--- config.mk ---
export PLATFORM = sky130hd
export DESIGN_NAME = sram_bank_ctrl_flat
export DESIGN_NICKNAME = d
export VERILOG_FILES = /design/src/rtl/sram_bank_ctrl_if.sv /design/src/rtl/sram_bank_ctrl.sv /design/src/flat_wrapper.sv
export SDC_FILE = /design/constraint.sdc
export NUM_CORES = 1
export LEC_CHECK = 0
export CAP_MARGIN = 5
export CORE_MARGIN = 1
export CORE_UTILIZATION = 35
export CTS_CLUSTER_DIAMETER = 30
export DETAILED_ROUTE_END_ITERATION = 8
export PLACE_DENSITY = 0.73
export SYNTH_ARGS = -nofsm -noshare
export SYNTH_HDL_FRONTEND = slang
export SYNTH_SLANG_ARGS = --single-unit
--- constraint.sdc ---
create_clock -name clk -period 3.9 [get_ports clk]
set_input_delay 1.17 -clock clk [delete_from_list [all_inputs] [get_ports clk]]
set_output_delay 1.17 -clock clk [all_outputs]
set_load 0.05 [all_outputs]
--- src/rtl/sram_bank_ctrl_if.sv ---
// Request/response bus between the GPU memory arbiter (master) and the
// SRAM bank controller (slave).
interface sram_bank_ctrl_if #(
    parameter int DW = 8,
    parameter int AW = 11,
    parameter int NB = 2
);
    logic              req_valid;
    logic              req_ready;
    logic              req_we;
    logic [NB-1:0]     req_mask;
    logic [AW-1:0]     req_addr;
    logic [DW-1:0]     req_wdata;
    logic              rsp_valid;
    logic              rsp_ready;
    logic [NB*DW-1:0]  rsp_data;
    logic              rsp_err;

    modport master (
        output req_valid, req_we, req_mask, req_addr, req_wdata, rsp_ready,
        input  req_ready, rsp_valid, rsp_data, rsp_err
    );

    modport slave (
        input  req_valid, req_we, req_mask, req_addr, req_wdata, rsp_ready,
        output req_ready, rsp_valid, rsp_data, rsp_err
    );
endinterface

--- src/rtl/sram_bank_ctrl.sv ---
// Controller for NB single-port synchronous SRAM banks sharing one address:
// combinational macro drive, 1-cycle read response with a skid hold register.
module sram_bank_ctrl #(
    parameter int DW    = 8,
    parameter int AW    = 11,
    parameter int NB    = 2,
    parameter int DEPTH = 2048
) (
    input  logic             clk,
    input  logic             rst_n,
    sram_bank_ctrl_if.slave  bus,
    output logic [NB-1:0]    sram_cen_n,
    output logic [NB-1:0]    sram_wen_n,
    output logic [AW-1:0]    sram_addr,
    output logic [DW-1:0]    sram_din,
    input  logic [NB*DW-1:0] sram_q
);

    typedef enum logic [1:0] {
        IDLE = 2'd0,
        RESP = 2'd1,
        HOLD = 2'd2
    } state_e;

    localparam logic [AW:0] DEPTH_L = (AW+1)'(DEPTH);

    state_e           state_q, state_d;
    logic [NB-1:0]    msk_q, msk_d;
    logic             err_q, err_d;
    logic [NB*DW-1:0] hold_data_q, hold_data_d;
    logic             hold_err_q, hold_err_d;

    logic             rsp_valid;
    logic             stall;
    logic             req_ready;
    logic             acc;
    logic             inr;
    logic [NB*DW-1:0] q_masked;
    logic [NB*DW-1:0] rsp_data;
    logic             rsp_err;

    // Handshake and macro drive: purely combinational from the request.
    // NOTE: every always_comb output gets a default first so no latch is inferred.
    always_comb begin
        rsp_valid = (state_q != IDLE);
        stall     = rsp_valid && !bus.rsp_ready;
        req_ready = rst_n && !stall;
        acc       = bus.req_valid && req_ready;
        inr       = ({1'b0, bus.req_addr} < DEPTH_L);
        sram_cen_n = '1;
        sram_wen_n = '1;
        for (int b = 0; b < NB; b++) begin
            sram_cen_n[b] = !(acc && inr && bus.req_mask[b]);
            sram_wen_n[b] = !(bus.req_we && bus.req_mask[b]);
        end
    end

    assign sram_addr = bus.req_addr;
    assign sram_din  = bus.req_wdata;

    // Unselected lanes and out-of-range reads return zero.
    always_comb begin
        q_masked = '0;
        for (int b = 0; b < NB; b++) begin
            if (msk_q[b] && !err_q) begin
                q_masked[b*DW +: DW] = sram_q[b*DW +: DW];
            end
        end
    end

    always_comb begin
        rsp_data = '0;
        rsp_err  = 1'b0;
        unique case (state_q)
            RESP: begin
                rsp_data = q_masked;
                rsp_err  = err_q;
            end
            HOLD: begin
                rsp_data = hold_data_q;
                rsp_err  = hold_err_q;
            end
            default: begin
                rsp_data = '0;
                rsp_err  = 1'b0;
            end
        endcase
    end

    assign bus.req_ready = req_ready;
    assign bus.rsp_valid = rsp_valid;
    assign bus.rsp_data  = rsp_data;
    assign bus.rsp_err   = rsp_err;

    // A stalled response is frozen in the hold register so later Q drift is harmless.
    always_comb begin
        state_d     = IDLE;
        msk_d       = msk_q;
        err_d       = err_q;
        hold_data_d = hold_data_q;
        hold_err_d  = hold_err_q;
        if (acc && !bus.req_we) begin
            state_d = RESP;
            msk_d   = bus.req_mask;
            err_d   = !inr;
        end else if (state_q == RESP && !bus.rsp_ready) begin
            state_d     = HOLD;
            hold_data_d = q_masked;
            hold_err_d  = err_q;
        end else if (state_q == HOLD && !bus.rsp_ready) begin
            state_d = HOLD;
        end
    end

    // NOTE: sequential state uses non-blocking assignments only.
    // NOTE: the hold register is reset too, so no stale response survives reset.
    always_ff @(posedge clk or negedge rst_n) begin
        if (!rst_n) begin
            state_q     <= IDLE;
            msk_q       <= '0;
            err_q       <= 1'b0;
            hold_data_q <= '0;
            hold_err_q  <= 1'b0;
        end else begin
            state_q     <= state_d;
            msk_q       <= msk_d;
            err_q       <= err_d;
            hold_data_q <= hold_data_d;
            hold_err_q  <= hold_err_d;
        end
    end

endmodule

--- src/flat_wrapper.sv ---
// flat-port wrapper written by rule: the top's interface ports become plain ports
module sram_bank_ctrl_flat 
#(
    parameter int DW    = 8,
    parameter int AW    = 11,
    parameter int NB    = 2,
    parameter int DEPTH = 2048
)
  (clk, rst_n, sram_cen_n, sram_wen_n, sram_addr, sram_din, sram_q, bus_req_valid, bus_req_we, bus_req_mask, bus_req_addr, bus_req_wdata, bus_rsp_ready, bus_req_ready, bus_rsp_valid, bus_rsp_data, bus_rsp_err);
  sram_bank_ctrl_if #(.DW(DW), .AW(AW), .NB(NB)) bus_i ();
  input  logic clk;
  input  logic rst_n;
  output logic [NB-1:0] sram_cen_n;
  output logic [NB-1:0] sram_wen_n;
  output logic [AW-1:0] sram_addr;
  output logic [DW-1:0] sram_din;
  input  logic [NB*DW-1:0] sram_q;
  input wire logic [$bits(bus_i.req_valid)-1:0] bus_req_valid;
  input wire logic [$bits(bus_i.req_we)-1:0] bus_req_we;
  input wire logic [$bits(bus_i.req_mask)-1:0] bus_req_mask;
  input wire logic [$bits(bus_i.req_addr)-1:0] bus_req_addr;
  input wire logic [$bits(bus_i.req_wdata)-1:0] bus_req_wdata;
  input wire logic [$bits(bus_i.rsp_ready)-1:0] bus_rsp_ready;
  output wire logic [$bits(bus_i.req_ready)-1:0] bus_req_ready;
  output wire logic [$bits(bus_i.rsp_valid)-1:0] bus_rsp_valid;
  output wire logic [$bits(bus_i.rsp_data)-1:0] bus_rsp_data;
  output wire logic [$bits(bus_i.rsp_err)-1:0] bus_rsp_err;
  assign bus_i.req_valid = bus_req_valid;
  assign bus_i.req_we = bus_req_we;
  assign bus_i.req_mask = bus_req_mask;
  assign bus_i.req_addr = bus_req_addr;
  assign bus_i.req_wdata = bus_req_wdata;
  assign bus_i.rsp_ready = bus_rsp_ready;
  assign bus_req_ready = bus_i.req_ready;
  assign bus_rsp_valid = bus_i.rsp_valid;
  assign bus_rsp_data = bus_i.rsp_data;
  assign bus_rsp_err = bus_i.rsp_err;
  sram_bank_ctrl #(.DW(DW), .AW(AW), .NB(NB), .DEPTH(DEPTH)) u_core (.clk(clk), .rst_n(rst_n), .bus(bus_i), .sram_cen_n(sram_cen_n), .sram_wen_n(sram_wen_n), .sram_addr(sram_addr), .sram_din(sram_din), .sram_q(sram_q));
endmodule
==> flow_summary.toml <==
[status]
outcome = "completed"

[power_and_ir_drop]
p_total_w = 0.000626
leakagePower_nw = 0.891
powerDensity_mw_per_mm2 = 327
ir_worst_vdd_mv = 0.157

[worst_hold_path]
hp-start = "u_core.hold_data_q[5]"
whs_path_depth = 2
holdPathEnd = "u_core.hold_data_q[5]"
hold_class = "reg2reg"

[global_routing]
grt_max_degree = 22
grt_overflow = 0
grt_pass1_vias = 1078
grt_pass1_wl_mm = 4.97
antenna_found_initial = 0
track_usage = 0.152

[critical_path]
cp-end-kind = "primary output"
cp.required_ns = 2.73
critPathSlowestCell = "clkdlybuf4s50_1"
critical_path_arrival_ns = 2.18
cpLargestDelayFamily = "buffers and inverters"
worstSetupPathType = "in2out"
path_cells = "clkdlybuf4s50_1 -> a32oi_1 -> nor2b_1 -> buf_12"
slowest_delay_ns = 0.48
critPathBufInv = 2
worstPathMaxFanout = 2
cp-start-kind = "input port"
timing.rr.start = "u_core.state_q[0]"
worst_r2r_endpoint = "u_core.hold_data_q[4]"
reg2regPathDepth = 6
cp.depth = 4
rrSetupSlack_ns = 2.23

[drt]
routedWlPerCell_um = 13.0
drtIter0Drc = 67
dr_total_vias = 1039
wirelength_mm = 2.87
postRouteAntennaNets = 0
dr.pass1.iters = 4
remaining_drc_errors = 0
vias_per_cell = 4.72

[sta]
setup_tns_ns = 0
period_minus_slack_ns = 3.35
hold_viol_final = 0
max_freq_mhz = 299
drv_slew = 0
slew_headroom = 0.535
min_period_over_period = 0.858
clock_skew_ns = 0.00110
rsz0062_at_grt = "false"
finalSetupViolations = 0
worst_pin_slew_ns = 0.697

[synthesis]
netlist_instances = 151
syn_avg_cell_area_um2 = 9.03
ys_async_sr_fraction = 1.00
synthMuxAreaShare = 0.134
synthSimpleGateAreaFrac = 0.151
yosys.area.top_type = "dfrtp_1"
synth_seq_cells = 20
synth_area_leaders = "dfrtp_1 37%, mux2i_1 12%, buf_4 11%"
synth.most_common_cell = "nand2_1"
synth_edf_count = 0
yosys-top-cells-count = "21 x nand2_1, 20 x buf_4, 20 x dfrtp_1"
synth_adder_area_share = 0.0275
synth_compound_area_frac = 0.122
synth_xor_area_frac = 0
yosysSeqAreaShare = 0.367
synth_cell_types = 20
synth_top_family_by_area = "buffers and inverters"
synth_area_mm2 = 0.00136
syn_nets = 196
synth_warnings = 0
synth_top_area_frac = 0.367
ys.flop_type = "dfrtp_1"

[floorplan]
num_rows = 22
die_h_um = 64.4
die_x_um = 64.4
core_mm2 = 0.00369
die-area_mm2 = 0.00415
start_util = 0.370
pin_count = 84

[clocking]
ctsHoldBuffers = 0
cts_sinks = 20
cts_max_level = 1
clk_pin_slew_ns = 0.07
cts_resized = 0
clock_latency_ns = 0.25
cts_tree = "yes"
post_cts.repair.setup_buffers = 0
cts.path.max_buffers = 2
cts_buffers = 3
cts_root_buf = "clkbuf_8"

[cells_and_area]
postLayoutCellArea_mm2 = 0.00191
num_antenna_cells = 0
num-fill-cells = 346
area_growth_pct = 40.4
drive_above_1_share = 0.174
layout.nets = 219

[placement]
dp_hpwl_mm = 2.00
port_buffers = 44
gp_congestion = 0.742
placed_area_mm2 = 0.00187

[job]
drv_cap = 0
==> cells by family after synthesis <==
group,count (synthesis)
AOI/OAI and AO/OA,19
muxes,18
DFF,20
and+or+nand+nor,42
adders and majority gates,3
buffers and inverters,48
other,1
==> flip-flops by register name, summed over array words and instances, names as in the netlist <==
signal	cells
u_core.msk_q	2
u_core.hold_data_q	16
u_core.state_q	2
==> tightest hold or removal path, stage by stage (launching register included) <==
cell and delay, ns:
dfrtp_1 0.38, inv_1 0.05, mux2i_1 0.05
==> cell type report <==
cell class	count	area (um^2)	share of cell area
clock buffers	3	41.3	0.0216
repair buffers	46	641	0.335
well taps	48	60.1	0.0314
flip-flops and latches	20	500	0.261
multi-input cells	83	597	0.312
inverters	20	75.1	0.0392
==> layer usage <==
layer  up-vias  wire length (um)  track usage
met5         -                 0            0
met4         0                15       0.0528
met3         2               199       0.0370
met2        42              1280        0.254
met1       486              1380        0.191
li1        509                 -            -
==> stage by stage <==
stage               std cells  setup slack (ns)  utilization  hold slack (ns)
global route              220             0.498        0.519            0.551
CTS                       220             0.542        0.519            0.524
global placement          217             0.551        0.508            0.507
floorplan                 151             0.768            -            0.497
finish                    220             0.555        0.519            0.522
detailed placement        217             0.559        0.508            0.513
==> power by group <==
group	total, W	switching (W)	internal (W)	leakage [nW]
Sequential	0.000312	0.0000433	0.000269	0.249
Combinational	0.000182	0.0000923	0.0000901	0.620
Clock	0.000132	0.0000631	0.0000686	0.0216
Total	0.000626	0.000199	0.000427	0.891
==> worst max path at each step <==
stage,from,to,slack (ns)
floorplan,sram_q[7],bus_rsp_data[7],0.77
CTS,sram_q[7],bus_rsp_data[7],0.54
finish,sram_q[7],bus_rsp_data[7],0.55
detailed placement,sram_q[11],bus_rsp_data[11],0.56
global placement,sram_q[7],bus_rsp_data[7],0.55
global route,bus_rsp_ready,sram_cen_n[1],0.50
==> placed cells by master (no fill, tap or decap) <==
cell type and instances:
mux2i_1 16, mux2_2 2, buf_12 19, a32oi_1 2, o21a_1 1, nor2b_1 17, conb_1 1, nor3_1 1
nor2_1 1, o211a_1 1, o311ai_4 1, nand2_1 21, and2_1 2, clkdlybuf4s50_1 23, buf_4 4, a22oi_1 14
dfrtp_1 20, inv_2 1, inv_1 19, clkbuf_8 3, ha_1 3
Power figures use the tool's default switching activity.
